$ cat src/rtl/sequential_mult.sv
// Sequential shift-add multiplier: product = floor(frac * mcand / 2^WA), frac in Q0.WA.
// One multiplier bit per clock, LSB first; the result is held until the next completion.
module sequential_mult #(
  parameter int WA = 8,
  parameter int WB = 16
) (
  input  logic          clk,
  input  logic          nrst,
  input  logic          start,
  input  logic [WA-1:0] frac,
  input  logic [WB-1:0] mcand,
  output logic [WB-1:0] product,
  output logic          busy,
  output logic          done
);

  localparam int AW = WA + WB;
  localparam int IW = (WA > 1) ? $clog2(WA) : 1;
  localparam logic [IW-1:0] ITER_LAST = IW'(WA - 1);

  typedef enum logic [1:0] {
    IDLE = 2'd0,
    LOAD = 2'd1,
    MULT = 2'd2,
    DONE = 2'd3
  } state_t;

  // One shift-add step: add B into the upper half (carry kept), then shift right by one.
  function automatic logic [AW-1:0] shift_add_step(
    input logic [AW-1:0] acc,
    input logic          add,
    input logic [WB-1:0] b
  );
    logic [WB:0] upper;
    if (add) begin
      upper = {1'b0, acc[AW-1:WA]} + {1'b0, b};
    end else begin
      upper = {1'b0, acc[AW-1:WA]};
    end
    return {upper, acc[WA-1:1]};
  endfunction

  state_t          state_r;
  state_t          state_next_s;
  logic [WA-1:0]   a_r;
  logic [WB-1:0]   b_r;
  logic [AW-1:0]   acc_r;
  logic [AW-1:0]   acc_step_s;
  logic [IW-1:0]   iter_r;
  logic [WB-1:0]   product_r;
  logic            busy_r;
  logic            done_r;
  logic            capture_s;
  logic            finish_s;

  // Next-state decode, operand capture and completion strobes.
  always_comb begin
    state_next_s = state_r;
    capture_s    = 1'b0;
    finish_s     = 1'b0;
    acc_step_s   = shift_add_step(acc_r, a_r[0], b_r);
    case (state_r)
      IDLE, DONE: begin
        if (start) begin
          state_next_s = LOAD;
          capture_s    = 1'b1;
        end else begin
          state_next_s = state_r;
        end
      end
      LOAD: begin
        state_next_s = MULT;
      end
      MULT: begin
        if (iter_r == ITER_LAST) begin
          state_next_s = DONE;
          finish_s     = 1'b1;
        end else begin
          state_next_s = MULT;
        end
      end
      default: begin
        state_next_s = IDLE;
      end
    endcase
  end

  // State register, datapath and registered status outputs.
  always_ff @(posedge clk) begin
    if (!nrst) begin
      state_r   <= IDLE;
      a_r       <= {WA{1'b0}};
      b_r       <= {WB{1'b0}};
      acc_r     <= {AW{1'b0}};
      iter_r    <= {IW{1'b0}};
      product_r <= {WB{1'b0}};
      busy_r    <= 1'b0;
      done_r    <= 1'b0;
    end else begin
      state_r <= state_next_s;
      case (state_r)
        IDLE, DONE: begin
          if (capture_s) begin
            a_r <= frac;
            b_r <= mcand;
          end else begin
            a_r <= a_r;
            b_r <= b_r;
          end
        end
        LOAD: begin
          acc_r  <= {AW{1'b0}};
          iter_r <= {IW{1'b0}};
        end
        MULT: begin
          acc_r  <= acc_step_s;
          a_r    <= {1'b0, a_r[WA-1:1]};
          iter_r <= iter_r + IW'(1);
        end
        default: begin
          acc_r <= acc_r;
        end
      endcase
      // Last step's result goes straight to the output on the edge that enters DONE.
      if (finish_s) begin
        product_r <= acc_step_s[AW-1:WA];
      end else begin
        product_r <= product_r;
      end
      busy_r <= (state_next_s == LOAD) || (state_next_s == MULT);
      done_r <= (state_next_s == DONE);
    end
  end

  assign product = product_r;
  assign busy    = busy_r;
  assign done    = done_r;

endmodule

$ cat config.mk
export PLATFORM = sky130hd
export DESIGN_NAME = sequential_mult
export DESIGN_NICKNAME = d
export VERILOG_FILES = /design/src/rtl/sequential_mult.sv
export SDC_FILE = /design/constraint.sdc
export NUM_CORES = 1
export LEC_CHECK = 0
export BUFFER_PORTS_ARGS = -buffer_cell sky130_fd_sc_hd__buf_4
export CAP_MARGIN = 25
export CORE_ASPECT_RATIO = 0.6
export CORE_MARGIN = 1
export CORE_UTILIZATION = 50
export CTS_CLUSTER_DIAMETER = 60
export DETAILED_ROUTE_END_ITERATION = 10
export MAX_ROUTING_LAYER = met4
export PLACE_DENSITY = 0.71
export SYNTH_ARGS = -nofsm -noshare
export SYNTH_HDL_FRONTEND = slang
export SYNTH_SLANG_ARGS = --single-unit
$ cat constraint.sdc
create_clock -name clk -period 2.8 [get_ports clk]
set_input_delay 0.56 -clock clk [delete_from_list [all_inputs] [get_ports clk]]
set_output_delay 0.56 -clock clk [all_outputs]
set_load 0.01 [all_outputs]
# [Word-level counts from Yosys, hierarchy flattened]
# Cells that the tools add are included.
# W data, S select, Z words.
[op_classes] add_sub_neg=2 eq_ne=8 mux=12 reduce_logical=7
[ops] cell="$pmux W24 S2" n=1
[ops] cell="$add A16 B16 Y17" n=1
[ops] cell="$mux W17" n=1
[ops] cell="$pmux W8 S2" n=1
[ops] cell="$eq A2 B2 Y1 const B" n=4
[ops] cell="$mux W8" n=1
[ops] cell="$pmux W2 S3" n=1
[ops] cell="$pmux W3 S2" n=1
[ops] cell="$mux W1" n=5
[ops] cell="$eq A2 B1 Y1 const B" n=2
[ops] cell="$reduce_and A2 Y1" n=2
[ops] cell="$reduce_bool A2 Y1" n=2
[ops] cell="$add A3 B1 Y3 const B" n=1
[ops] cell="$eq A3 B3 Y1 const B" n=1
[ops] cell="$logic_not A2 Y1" n=1
[ops] cell="$mux W2" n=1
[ops] cell="$ne A2 B2 Y1 const B" n=1
[ops] cell="$reduce_or A2 Y1" n=1
[ops] cell="$logic_or A1 B1 Y1" n=1
[word_totals] regBits=71 input_bits=27 output_inout_bits=18 wordCells=37

# [Longest topological paths before layout]
[logic_depth] word_depth=5 mapped_depth=8 ltp_nobuf=8

# [Least setup slack after synthesis]
# No wires, ideal clock.
[synth_timing] kind="register -> register" start="register b_r[0]" end="register product_r[7], in the netlist product[7]" setup_ns=0.065 arrival_time_ns=2.008 required_time_ns=2.735 path_slack_ns=0.727 stages_incl_launch_ff=8 path_buffers=0 period_less_slack_ns=2.073 path_cell_list="dfxtp_1 and2_1 fa_1 a21o_1 a221o_1 a2111o_1 a41o_1 nor2_1"
[synth_between] elab_chain_cells=2
[synth_lines] element="start: declaration" line_no="46" rtl="logic [WB-1:0] b_r;"
[synth_lines] element="start signal: assignment" line_no="93" rtl="b_r <= {WB{1'b0}};"
[synth_lines] element="start signal: assignment" line_no="105" rtl="b_r <= mcand;"
[synth_lines] element="start signal: assignment" line_no="108" rtl="b_r <= b_r;"
[synth_lines] element="$add A16 B16 Y17" line_no="36" rtl="upper = {1'b0, acc[AW-1:WA]} + {1'b0, b};"
[synth_lines] element="$mux W17" line_no="35" rtl="if (add) begin"
[synth_lines] element="end signal: assignment" line_no="96" rtl="product_r <= {WB{1'b0}};"
[synth_lines] element="end signal: assignment" line_no="126" rtl="product_r <= acc_step_s[AW-1:WA];"
[synth_lines] element="end signal: assignment" line_no="128" rtl="product_r <= product_r;"
[synth_lines] element="end: declaration" line_no="50" rtl="logic [WB-1:0] product_r;"
# Every way passes these cells.
# A chain may end at the register's enable or synchronous reset.

# [Final worst setup path]
[layout_timing] start="register b_r[0]" end="register product_r[15], in the netlist product[15]"
# Same word-level chain as after synthesis.

==> results by group <==
Min path
  – WHS Path Cells: 3
  – Min-delay src: mcand[8]
  – Worst hold-check path type: in -> reg
  – Hold endpoint: b_r[8]$_SDFFE_PN0P_

STA
  – Fin Clk Skew: 0.00537 ns
  – Unrepaired setup endpoints after global routing: no
  – Final setup fails: 0
  – Final period utilization: 89.0%
  – Fin. Hold Viols: 0
  – Max Fclk: 401 MHz
  – Worst slew margin: 60.1%
  – Worst-Margin Slew: 0.599 ns
  – Final min period: 2.49 ns
  – Max Slew Vio Count: 0
  – Setup ws final: 0.308 ns
  – Setup TNS Final: 0 ns

Critical path
  – Delay of the slowest critical-path stage: 0.47 ns
  – Reg-to-Reg Start: b_r[0]$_SDFFE_PN0P_
  – Worst R2R Path Depth: 8
  – Critical path's slowest cell: or4_1
  – Crit start category: register
  – Crit-path cells: and2_1, fa_1, a21o_1, a22oi_1, o2bb2ai_1, or4_1, a2bb2oi_1, a211oi_1
  – Worst R2R Setup Slack: 0.31 ns
  – CP Data Arrival Time: 2.71 ns
  – Critical path required time: 3.02 ns
  – Setup crit end kind: register
  – CP Max Fanout: 5
  – Critical setup path kind: reg -> reg
  – Critical path's top delay family: compound AO/OA/AOI/OAI gates
  – Buf/Inv on CP: 0
  – R2R Path End: product[15]$_SDFFE_PN0P_

Drt
  – Routed Antenna Nets: 0
  – WL final: 9170 um
  – DR vias: 3130
  – WL/cell: 17.1 um
  – First drt pass iteration count: 5
  – DRC: 0
  – DR iter-0 viols: 318
  – Vias/cell: 5.83

Synthesis
  – Synth Register Bits: 63
  – Ys flop type: dfxtp_1
  – Number of synthesized flops with an enable pin: 0
  – FFs w/ async S/R, synth: 0%
  – Netlist cell types: 56
  – Cells after Synth: 411
  – Synthesized area: 3330 um2
  – Net Count, Synth: 458
  – Yosys Warn Count: 0
  – Post-synthesis sequential area ratio: 37.9%
  – Avg Inst Size Synth: 8.09 um2

Clock network
  – Num CTS Buffers: 9
  – Clk slew on worst S/H paths: 0.07 ns
  – H-tree Lvls: 3
  – TritonCTS clock tree: yes
  – Clk_lat worst skew: 0.35 ns
  – Resize count post-CTS: 0
  – CTS Buffer Depth: 2
  – Setup bufs post-CTS: 0
  – CTS Hold Buffers Added: 0
  – Clk sinks: 63
  – Root Driver: clkbuf_8

Power and ir drop
  – Psw: 975 uW
  – Maximum VDD drop: 403 uV
  – Sequential power share: 40.7%
  – P_leak: 1.59 nW
  – Sw Ratio: 36.2%
  – Clk pwr share: 29.2%
  – Comb pwr share: 30.1%
  – Power density over the cells: 687 nW/um2
  – Pint: 1.71 mW

Placed design
  – I/O Buffers: 44
  – GPL Wtd Cong: 0.912
  – HPWL after DPL: 6840 um
  – Pre-CTS WS: 0.342 ns

Floorplanning
  – # rows: 22
  – Chip height: 65.2 um
  – Die width: 107 um
  – Die area: 7000 um2
  – Initial Utilization: 53.0%
  – Core area: 6280 um2
  – I/O pin cnt: 45

Global route
  – GRT met3 Usage: 8.13%
  – Vias in the first global route: 2762
  – Met2 usage: 34.3%
  – First-pass GRT wire length: 14900 um
  – Grt met1 use: 47.4%
  – Initial antenna violation count: 0
  – GRT busiest layer: met1
  – Pin count of the biggest net entering global routing: 32
  – GRT Residual Overflow: 0
  – Gr usage total: 29.5%

Finish
  – Final net count: 495
  – FILL cells: 565
  – Share of layout cells above drive strength 1: 16.6%
  – Synth-to-layout area growth: 17.7%
  – Antenna cells: 0

Run
  – Max-Cap Viols: 0

Outcome
  – Status: finished clean
## per-stage QoR
| stage | hold WS [ns] | utilization (%) | area [um2] | instances | power [mW] |
|---|---|---|---|---|---|
| 6_report | 0.457 | 62.4 | 3920 | 537 | 2.69 |
| 2_1_floorplan | 0.441 | - | 3330 | 411 | 1.68 |
| 5_1_grt | 0.451 | 62.4 | 3920 | 537 | 2.86 |
| 3_5_place_dp | 0.457 | 59.3 | 3720 | 521 | 1.92 |
| 4_1_cts | 0.447 | 62.4 | 3920 | 537 | 2.70 |
| 3_3_place_gp | 0.450 | 59.3 | 3720 | 521 | 1.90 |
## metal layers
| layer | vias to the layer above | wire length, um |
|---|---|---|
| met1 | 1442 | 5210 |
| met5 | - | 0 |
| met4 | 0 | 24 |
| met3 | 2 | 753 |
| met2 | 130 | 3190 |
| li1 | 1556 | - |
## state kept, by name, summed over array words and instances (netlist names)
name	cells
a_r	8
acc_r	16
b_r	16
busy	1
done	1
iter_r	3
product	16
state_r	2
## area by class of cell
| type | instances | area (um2) | area share (%) |
|---|---|---|---|
| Inverter | 6 | 22.5 | 0.575 |
| Sequential cell | 63 | 1260 | 32.2 |
| Timing Repair Buffer | 52 | 390 | 9.97 |
| Multi-Input combinational cell | 316 | 1940 | 49.6 |
| Tap cell | 84 | 105 | 2.68 |
| Clock buffer | 9 | 124 | 3.16 |
| Clock inverter | 7 | 71.3 | 1.82 |
## synth_stat cells, drive strengths merged, types with 3 or more instances
cell type,n,area share [%]
and3,5,0.98
a21oi,44,6.6
nor2,39,4.4
inv,6,0.68
clkbuf,16,1.8
nor3,5,0.75
a31oi,6,1.1
nor2b,5,0.94
o21bai,3,0.68
dfxtp,63,38
a21o,3,0.90
or2,3,0.56
a2bb2oi,5,1.3
nand3,8,1.2
a211oi,18,4.1
buf,10,1.2
mux2i,13,3.9
o21ai,22,3.3
and2,10,1.9
a22oi,4,0.90
xnor2,3,0.79
nand4,4,0.75
ha,19,7.1
nor3b,3,0.68
nand2,61,6.9
## power groups by stage
stage               Combinational, mW  Clock [mW]  Sequential, mW
floorplan                       0.608           0            1.07
global placement                0.793           0            1.10
detailed placement              0.805           0            1.11
CTS                             0.809       0.800            1.09
global route                    0.912       0.844            1.10
finish                          0.810       0.785            1.09
## placed cells by master (no fill, tap or decap), types with 8 or more instances in the layout
cell type  count
a21oi_1       44
clkbuf_8       9
o21ai_0       22
nand3_1        8
mux2i_1       13
a211oi_1      18
nand2_1       61
ha_1          19
dfxtp_1       63
and2_1         9
buf_4         52
nor2_1        39
## worst register-to-register path, cell delays in order (launching register included)
cell and delay, ns:
dfxtp_1 0.34, and2_1 0.17, fa_1 0.42, a21o_1 0.25, a22oi_1 0.19, o2bb2ai_1 0.15, or4_1 0.47, a2bb2oi_1 0.26
a211oi_1 0.11
## cell families (layout without fill, tap and decap cells)
group,count (synthesis),count (layout),synth area share (%)
and+or+nand+nor,153,153,21.3
adders and majority gates,20,20,7.75
buffers and inverters,32,74,3.76
AOI/OAI and AO/OA,125,125,24.0
DFF,63,63,37.9
xor gates and xnor gates,4,4,1.05
muxes,14,14,4.25
## how the worst max path moves through the flow
stage / slack [ns] / depth (start not counted) / to / from
floorplan: 0.73 / 7 / product[7]$_SDFFE_PN0P_ / b_r[0]$_SDFFE_PN0P_
CTS: 0.33 / 8 / product[15]$_SDFFE_PN0P_ / b_r[0]$_SDFFE_PN0P_
global route: 0.14 / 8 / acc_r[21]$_SDFFE_PN0P_ / b_r[0]$_SDFFE_PN0P_
global placement: 0.35 / 8 / acc_r[21]$_SDFFE_PN0P_ / b_r[0]$_SDFFE_PN0P_
finish: 0.31 / 8 / product[15]$_SDFFE_PN0P_ / b_r[0]$_SDFFE_PN0P_
detailed placement: 0.34 / 8 / product[15]$_SDFFE_PN0P_ / b_r[0]$_SDFFE_PN0P_
Power figures use the tool's default switching activity.
